### src/rtl/fir_pkg.sv
// Shared types, default sizing and the tap-count clamp for the FIR control path.
package fir_pkg;

    localparam int FIR_N_TAPS   = 16;
    localparam int FIR_ADDR_W   = 4;
    localparam int FIR_PIPE_LAT = 2;

    typedef enum logic [2:0] {
        IDLE,
        CLR,
        MAC,
        DRAIN,
        ZAPIS,
        DONE
    } fir_stan_t;

    // A zero tap count still computes one tap; anything above the memory depth is cut back to it.
    function automatic int fir_clamp_taps(input int ile, input int n_max);
        if (ile < 1) begin
            return 1;
        end
        if (ile > n_max) begin
            return n_max;
        end
        return ile;
    endfunction

endpackage

### src/rtl/fir_en_delay.sv
// Shift register that aligns the tap-issue strobe with the product arriving at the accumulator.
module fir_en_delay #(
    parameter int DEPTH = 2
) (
    input  logic clk_b,
    input  logic rst_n,
    input  logic issue,
    output logic acc_en
);

    logic [DEPTH-1:0] stage_reg;

    generate
        if (DEPTH == 1) begin : g_single
            always_ff @(posedge clk_b or negedge rst_n) begin
                if (!rst_n) begin
                    stage_reg <= '0;
                end else begin
                    stage_reg <= issue;
                end
            end
        end else begin : g_chain
            always_ff @(posedge clk_b or negedge rst_n) begin
                if (!rst_n) begin
                    stage_reg <= '0;
                end else begin
                    stage_reg <= {stage_reg[DEPTH-2:0], issue};
                end
            end
        end
    endgenerate

    assign acc_en = stage_reg[DEPTH-1];

endmodule

### src/rtl/fir_ctrl_fsm.sv
// Sequences one FIR output per accepted sample: buffer write, per-tap address issue,
// accumulator clear/enable/transfer and a completion pulse.
module fir_ctrl_fsm
    import fir_pkg::*;
#(
    parameter int N_TAPS   = FIR_N_TAPS,
    parameter int ADDR_W   = FIR_ADDR_W,
    parameter int PIPE_LAT = FIR_PIPE_LAT
) (
    input  logic              clk_b,
    input  logic              rst_n,
    input  logic              start,
    input  logic [ADDR_W:0]   ile_taps,
    output logic              FSM_zapis_probki,
    output logic [ADDR_W-1:0] adr_probki,
    output logic [ADDR_W-1:0] adr_wsp,
    output logic              FSM_reset_Acc,
    output logic              FSM_Acc_en,
    output logic              FSM_Acc_zapis,
    output logic              busy,
    output logic              done,
    output logic              blad_przepelnienia
);

    localparam int TAPS_W = ADDR_W + 1;

    fir_stan_t         state_reg;
    logic [TAPS_W-1:0] k_reg;
    logic [TAPS_W-1:0] taps_reg;
    logic [ADDR_W-1:0] wr_ptr_reg;
    logic              issue;

    // Every MAC cycle launches exactly one memory read / multiply.
    assign issue = (state_reg == MAC);

    fir_en_delay #(
        .DEPTH (PIPE_LAT)
    ) u_en_delay (
        .clk_b  (clk_b),
        .rst_n  (rst_n),
        .issue  (issue),
        .acc_en (FSM_Acc_en)
    );

    always_ff @(posedge clk_b or negedge rst_n) begin
        if (!rst_n) begin
            state_reg          <= IDLE;
            k_reg              <= '0;
            taps_reg           <= '0;
            wr_ptr_reg         <= '0;
            FSM_zapis_probki   <= 1'b0;
            adr_probki         <= '0;
            adr_wsp            <= '0;
            FSM_reset_Acc      <= 1'b0;
            FSM_Acc_zapis      <= 1'b0;
            busy               <= 1'b0;
            done               <= 1'b0;
            blad_przepelnienia <= 1'b0;
        end else begin
            FSM_zapis_probki <= 1'b0;
            FSM_reset_Acc    <= 1'b0;
            FSM_Acc_zapis    <= 1'b0;
            done             <= 1'b0;
            adr_probki       <= '0;
            adr_wsp          <= '0;

            if (start && (state_reg != IDLE)) begin
                blad_przepelnienia <= 1'b1;
            end

            case (state_reg)
                IDLE: begin
                    if (start) begin
                        taps_reg         <= TAPS_W'(fir_clamp_taps(int'(ile_taps), N_TAPS));
                        state_reg        <= CLR;
                        busy             <= 1'b1;
                        FSM_reset_Acc    <= 1'b1;
                        FSM_zapis_probki <= 1'b1;
                        adr_probki       <= wr_ptr_reg;
                    end
                end
                CLR: begin
                    state_reg  <= MAC;
                    k_reg      <= '0;
                    adr_probki <= wr_ptr_reg;
                end
                MAC: begin
                    if (k_reg == taps_reg - TAPS_W'(1)) begin
                        state_reg <= DRAIN;
                        k_reg     <= '0;
                    end else begin
                        // Newest sample pairs with coefficient 0; older samples wrap below address 0.
                        k_reg      <= k_reg + TAPS_W'(1);
                        adr_wsp    <= ADDR_W'(k_reg + TAPS_W'(1));
                        adr_probki <= wr_ptr_reg - ADDR_W'(k_reg + TAPS_W'(1));
                    end
                end
                DRAIN: begin
                    if (k_reg == TAPS_W'(PIPE_LAT - 1)) begin
                        state_reg     <= ZAPIS;
                        k_reg         <= '0;
                        FSM_Acc_zapis <= 1'b1;
                    end else begin
                        k_reg <= k_reg + TAPS_W'(1);
                    end
                end
                ZAPIS: begin
                    state_reg <= DONE;
                    done      <= 1'b1;
                end
                DONE: begin
                    state_reg  <= IDLE;
                    busy       <= 1'b0;
                    wr_ptr_reg <= wr_ptr_reg + ADDR_W'(1);
                end
                default: begin
                    state_reg <= IDLE;
                    busy      <= 1'b0;
                end
            endcase
        end
    end

endmodule

### config.mk
export PLATFORM = sky130hd
export DESIGN_NAME = fir_ctrl_fsm
export DESIGN_NICKNAME = d
export VERILOG_FILES = /design/src/rtl/fir_pkg.sv /design/src/rtl/fir_en_delay.sv /design/src/rtl/fir_ctrl_fsm.sv
export SDC_FILE = /design/constraint.sdc
export NUM_CORES = 1
export LEC_CHECK = 0
export BUFFER_PORTS_ARGS = -buffer_cell sky130_fd_sc_hd__buf_4
export CAP_MARGIN = 20
export CORE_ASPECT_RATIO = 1.5
export CORE_MARGIN = 1
export CORE_UTILIZATION = 40
export CTS_CLUSTER_DIAMETER = 120
export CTS_CLUSTER_SIZE = 8
export DETAILED_ROUTE_END_ITERATION = 10
export SLEW_MARGIN = 30
export SYNTH_ARGS = -nofsm -noshare
export SYNTH_HDL_FRONTEND = slang
export SYNTH_HIERARCHICAL = 1
export SYNTH_SLANG_ARGS = --single-unit
export TNS_END_PERCENT = 1
### constraint.sdc
create_clock -name clk_b -period 2.2 [get_ports clk_b]
set_input_delay 0.55 -clock clk_b [delete_from_list [all_inputs] [get_ports clk_b]]
set_output_delay 0.55 -clock clk_b [all_outputs]
set_load 0.05 [all_outputs]
==> results.md <==
* Outcome: finished, final reports clean
* Post-layout min period at 2.08 ns
* Startpoint types: register
* Achievable clock frequency at 481 MHz
* Netlist area before placement at between 1500 and 2000 µm²
* Maximum ir drop on the vdd rail at approximately 0.72 mV
* R2R Setup Slk at 0.12 ns
* Critical path class: reg2reg
* Number of DRC violations after detailed-routing iteration 0 at 25
* Count of final setup violators at 0
* Worst R2R Path Depth at 7
* Filler Cell Count at 366
* Number of max-cap violations at 0
* Net switching component of the power at roughly 1.3 mW
* Worst setup path endpoint: adr_probki[3]
* Timing startpoint of the critical path: k_reg[0]
* Post-Syn Nets at 164
* Total Neg Setup Slack at 0 ns
* Total number of placement rows at 27
* Final slew viol count at 0
* Pre-antenna DRT Iters at 4
* CTS hold repair buffers at 0
* Worst EP required at 2.37 ns
* P per Cell Area at 1570 nW/µm²
* Count of buffers from port buffering at 22
* GRT Residual Overflow at 0
* Placeable core area at 3720 µm²
* Final HPWL DP at 2.22 mm
* TritonCTS clock tree: yes
* Number of antenna violations at the first check in global routing at 0
* Overall track demand over capacity in global routing at 0.177
* Post-synth cell types at 42
* Clock input transition at the sequential cells of the worst setup and hold paths at 0.07 ns
* Net total in the final layout at between 150 and 200
* Mean cell area of the mapped netlist at 10.7 µm²
* Overall power of the completed layout at 2.98 mW
* Count of mapped cells out of synthesis at 148
* Number of clock sinks seen by CTS at 32
* Async SR Flop Fraction at 1.00
* GR Layer Usage met2 at 0.289
* Vias after detailed routing at 1123
* Sequential cell area fraction in the yosys report at 0.508
* Post-detailed-route wirelength per cell at 13.9 µm
* Type of element capturing the critical path: register
* Area occupied by multi-input gates at roughly 740 µm²
* Logic gate share of total power at 0.519
* Final hold vios at 0
* Proportion of layout cells with a drive suffix above 1 at 0.229
* Maximum clock path buffer count at 2
* Top flip-flop cell by instance count after synthesis: sky130_fd_sc_hd__dfrtp_1
* Leakage component of the power at 0.869 nW
* Most congested layer reported by global routing: met2
* Antenna-violating nets left at 0
* Fraction of power spent switching nets at 0.448
* Min setup slack post-route at 0.123 ns
* Largest net degree at the start of global routing at 33
* Count of state elements after synthesis at 32
* Grt met3 use at 0.0575
* Number of enable-type register cells in the synthesized netlist at 0
* Via count of the first global-routing pass at 1170
* Final weighted congestion of routability-driven global placement at 0.814
* Number of buffers added by the clock tree synthesis step at 5
* Register area at 801 µm²
* Destination of the worst register-to-register timing path: adr_probki[3]
* Arrival time at the worst endpoint at between 2 and 2.5 ns
* Placed instance count at ~210
* Internal cell power at between 1.5 and 2 mW
* Number of warnings printed during yosys synthesis at 6
* Via count normalized by instance count at 5.15
* Maximum clock skew at final layout at 0.00557 ns
* Actual slew at the worst max-slew pin at ~0.44 ns
* Met1 track demand over resource at 0.197
* Chip Width at 53.3 µm
* Crit Reg-Reg Startpoint: k_reg[0]
* Global-route wire length before repair at 5.26 mm
* Largest driver fanout on the critical path at 6
* Non-Filler Instances at 218
* Clk Tree Root Cell: sky130_fd_sc_hd__clkbuf_8
* Final wirelength at 3.02 mm
* Worst relative slew slack at 0.705
* Post-route fraction of the period consumed by the critical path at 0.944
* Die outline height at 78.9 µm
* Pre-CTS worst setup slack at 0.0717 ns
* Number of I/O pins at 23
* Classification of the worst-slack hold path: in2async
* Die Footprint at 4200 µm²
* Remaining routing DRC violations at 0
* Effective utilization at floorplan at 0.425
* H-Tree Level Count at 2
* Sequential fraction of design power at 0.327
* Clk Latency, worst-skew pair at 0.29 ns
* Part of the power in the clock network at 0.154
* Area added between synthesis and finish at 20.1%
* Diodes inserted at 0
Yosys cell counts, types with 4 or more instances:
cell,number,share of area
sky130_fd_sc_hd__dfrtp_1,32,0.51
sky130_fd_sc_hd__nand2_1,14,0.033
sky130_fd_sc_hd__nor2_1,10,0.024
sky130_fd_sc_hd__inv_1,8,0.019
sky130_fd_sc_hd__ha_1,7,0.056
sky130_fd_sc_hd__o21ai_1,7,0.022
sky130_fd_sc_hd__xnor2_1,7,0.039
sky130_fd_sc_hd__nand2b_1,5,0.020
sky130_fd_sc_hd__o21ai_0,5,0.016
sky130_fd_sc_hd__xor2_1,5,0.028
sky130_fd_sc_hd__nor3_1,4,0.013
worst min-delay path by stage:
stage / cells after the start / slack (ns) / start / endpoint
2_1_floorplan: 0 / 0.25 / rst_n / FSM_Acc_zapis
3_3_place_gp: 0 / 0.33 / u_en_delay/stage_reg[0] / u_en_delay/stage_reg[1]
3_5_place_dp: 0 / 0.35 / u_en_delay/stage_reg[0] / u_en_delay/stage_reg[1]
4_1_cts: 1 / 0.20 / rst_n / adr_probki[1]
5_1_grt: 1 / 0.21 / rst_n / adr_probki[3]
6_report: 1 / 0.19 / rst_n / adr_probki[3]
layout make-up:
class	instances	share of cell area
flip-flops and latches	32	0.422
multi-input cells	102	0.389
repair buffers	24	0.0950
clock buffers	8	0.0475
well taps	43	0.0284
inverters	9	0.0178
per-layer routing:
metal | wire (µm) | vias to the layer above
met2 | 1690 | 16
met3 | 91 | 7
met5 | 0 | -
li1 | - | 550
met1 | 1170 | 550
met4 | 72 | 0
placed cells by master, fill, tap and decap left out, drive strengths merged, types with 2 or more instances in the layout:
cell | Yosys | layout
xnor2 | 7 | 7
nand3b | 3 | 3
nand2b | 5 | 5
dfrtp | 32 | 32
or2 | 2 | 2
o21a | 2 | 2
o22ai | 3 | 3
a21oi | 4 | 4
ha | 7 | 7
inv | 9 | 9
clkbuf | 3 | 8
nor2b | 2 | 2
nor3 | 4 | 4
o21ai | 12 | 12
nand2 | 15 | 15
xor2 | 6 | 6
a31oi | 2 | 2
nand3 | 2 | 2
nor2 | 11 | 11
buf | 2 | 24
power by group through the flow:
stage                     sequential, mW  clock (mW)  combinational (mW)
after CTS                          0.975       0.476                1.52
after floorplan                     1.18           0               0.938
after global placement             0.970           0                1.47
after global routing                1.01       0.507                1.73
after detailed placement           0.986           0                1.51
final                              0.975       0.460                1.55
cell families (layout without fill, tap and decap cells):
| group | Yosys count | in the layout | synth area share |
|---|---|---|---|
| simple gates | 51 | 51 | 0.173 |
| flops | 32 | 32 | 0.508 |
| compound gates | 30 | 30 | 0.136 |
| buf+inv | 14 | 41 | 0.0381 |
| xor+xnor | 13 | 13 | 0.0769 |
| fa+ha+maj | 8 | 8 | 0.0682 |
critical path, cell delays in order (launching register included):
cell,delay [ns]
sky130_fd_sc_hd__dfrtp_1,0.47
sky130_fd_sc_hd__ha_1,0.28
sky130_fd_sc_hd__xnor2_2,0.16
sky130_fd_sc_hd__ha_1,0.32
sky130_fd_sc_hd__o21a_1,0.15
sky130_fd_sc_hd__or3_1,0.31
sky130_fd_sc_hd__a41oi_1,0.21
sky130_fd_sc_hd__a31oi_1,0.06
repair_timing:
| item | in CTS | in global routing |
|---|---|---|
| endpoints found under the setup margin | 0 | 1 |
| gates resized for setup | 0 | 2 |
| setup buffers | 0 | 1 |
metrics by stage:
step	instance area, µm²	utilization	hold WS, ns
floorplan	1580	-	0.254
global placement	1780	0.478	0.335
detailed placement	1780	0.478	0.345
CTS	1870	0.503	0.200
global route	1900	0.510	0.214
finish	1900	0.510	0.189
Note: power is estimated with default switching activity, not from simulation.
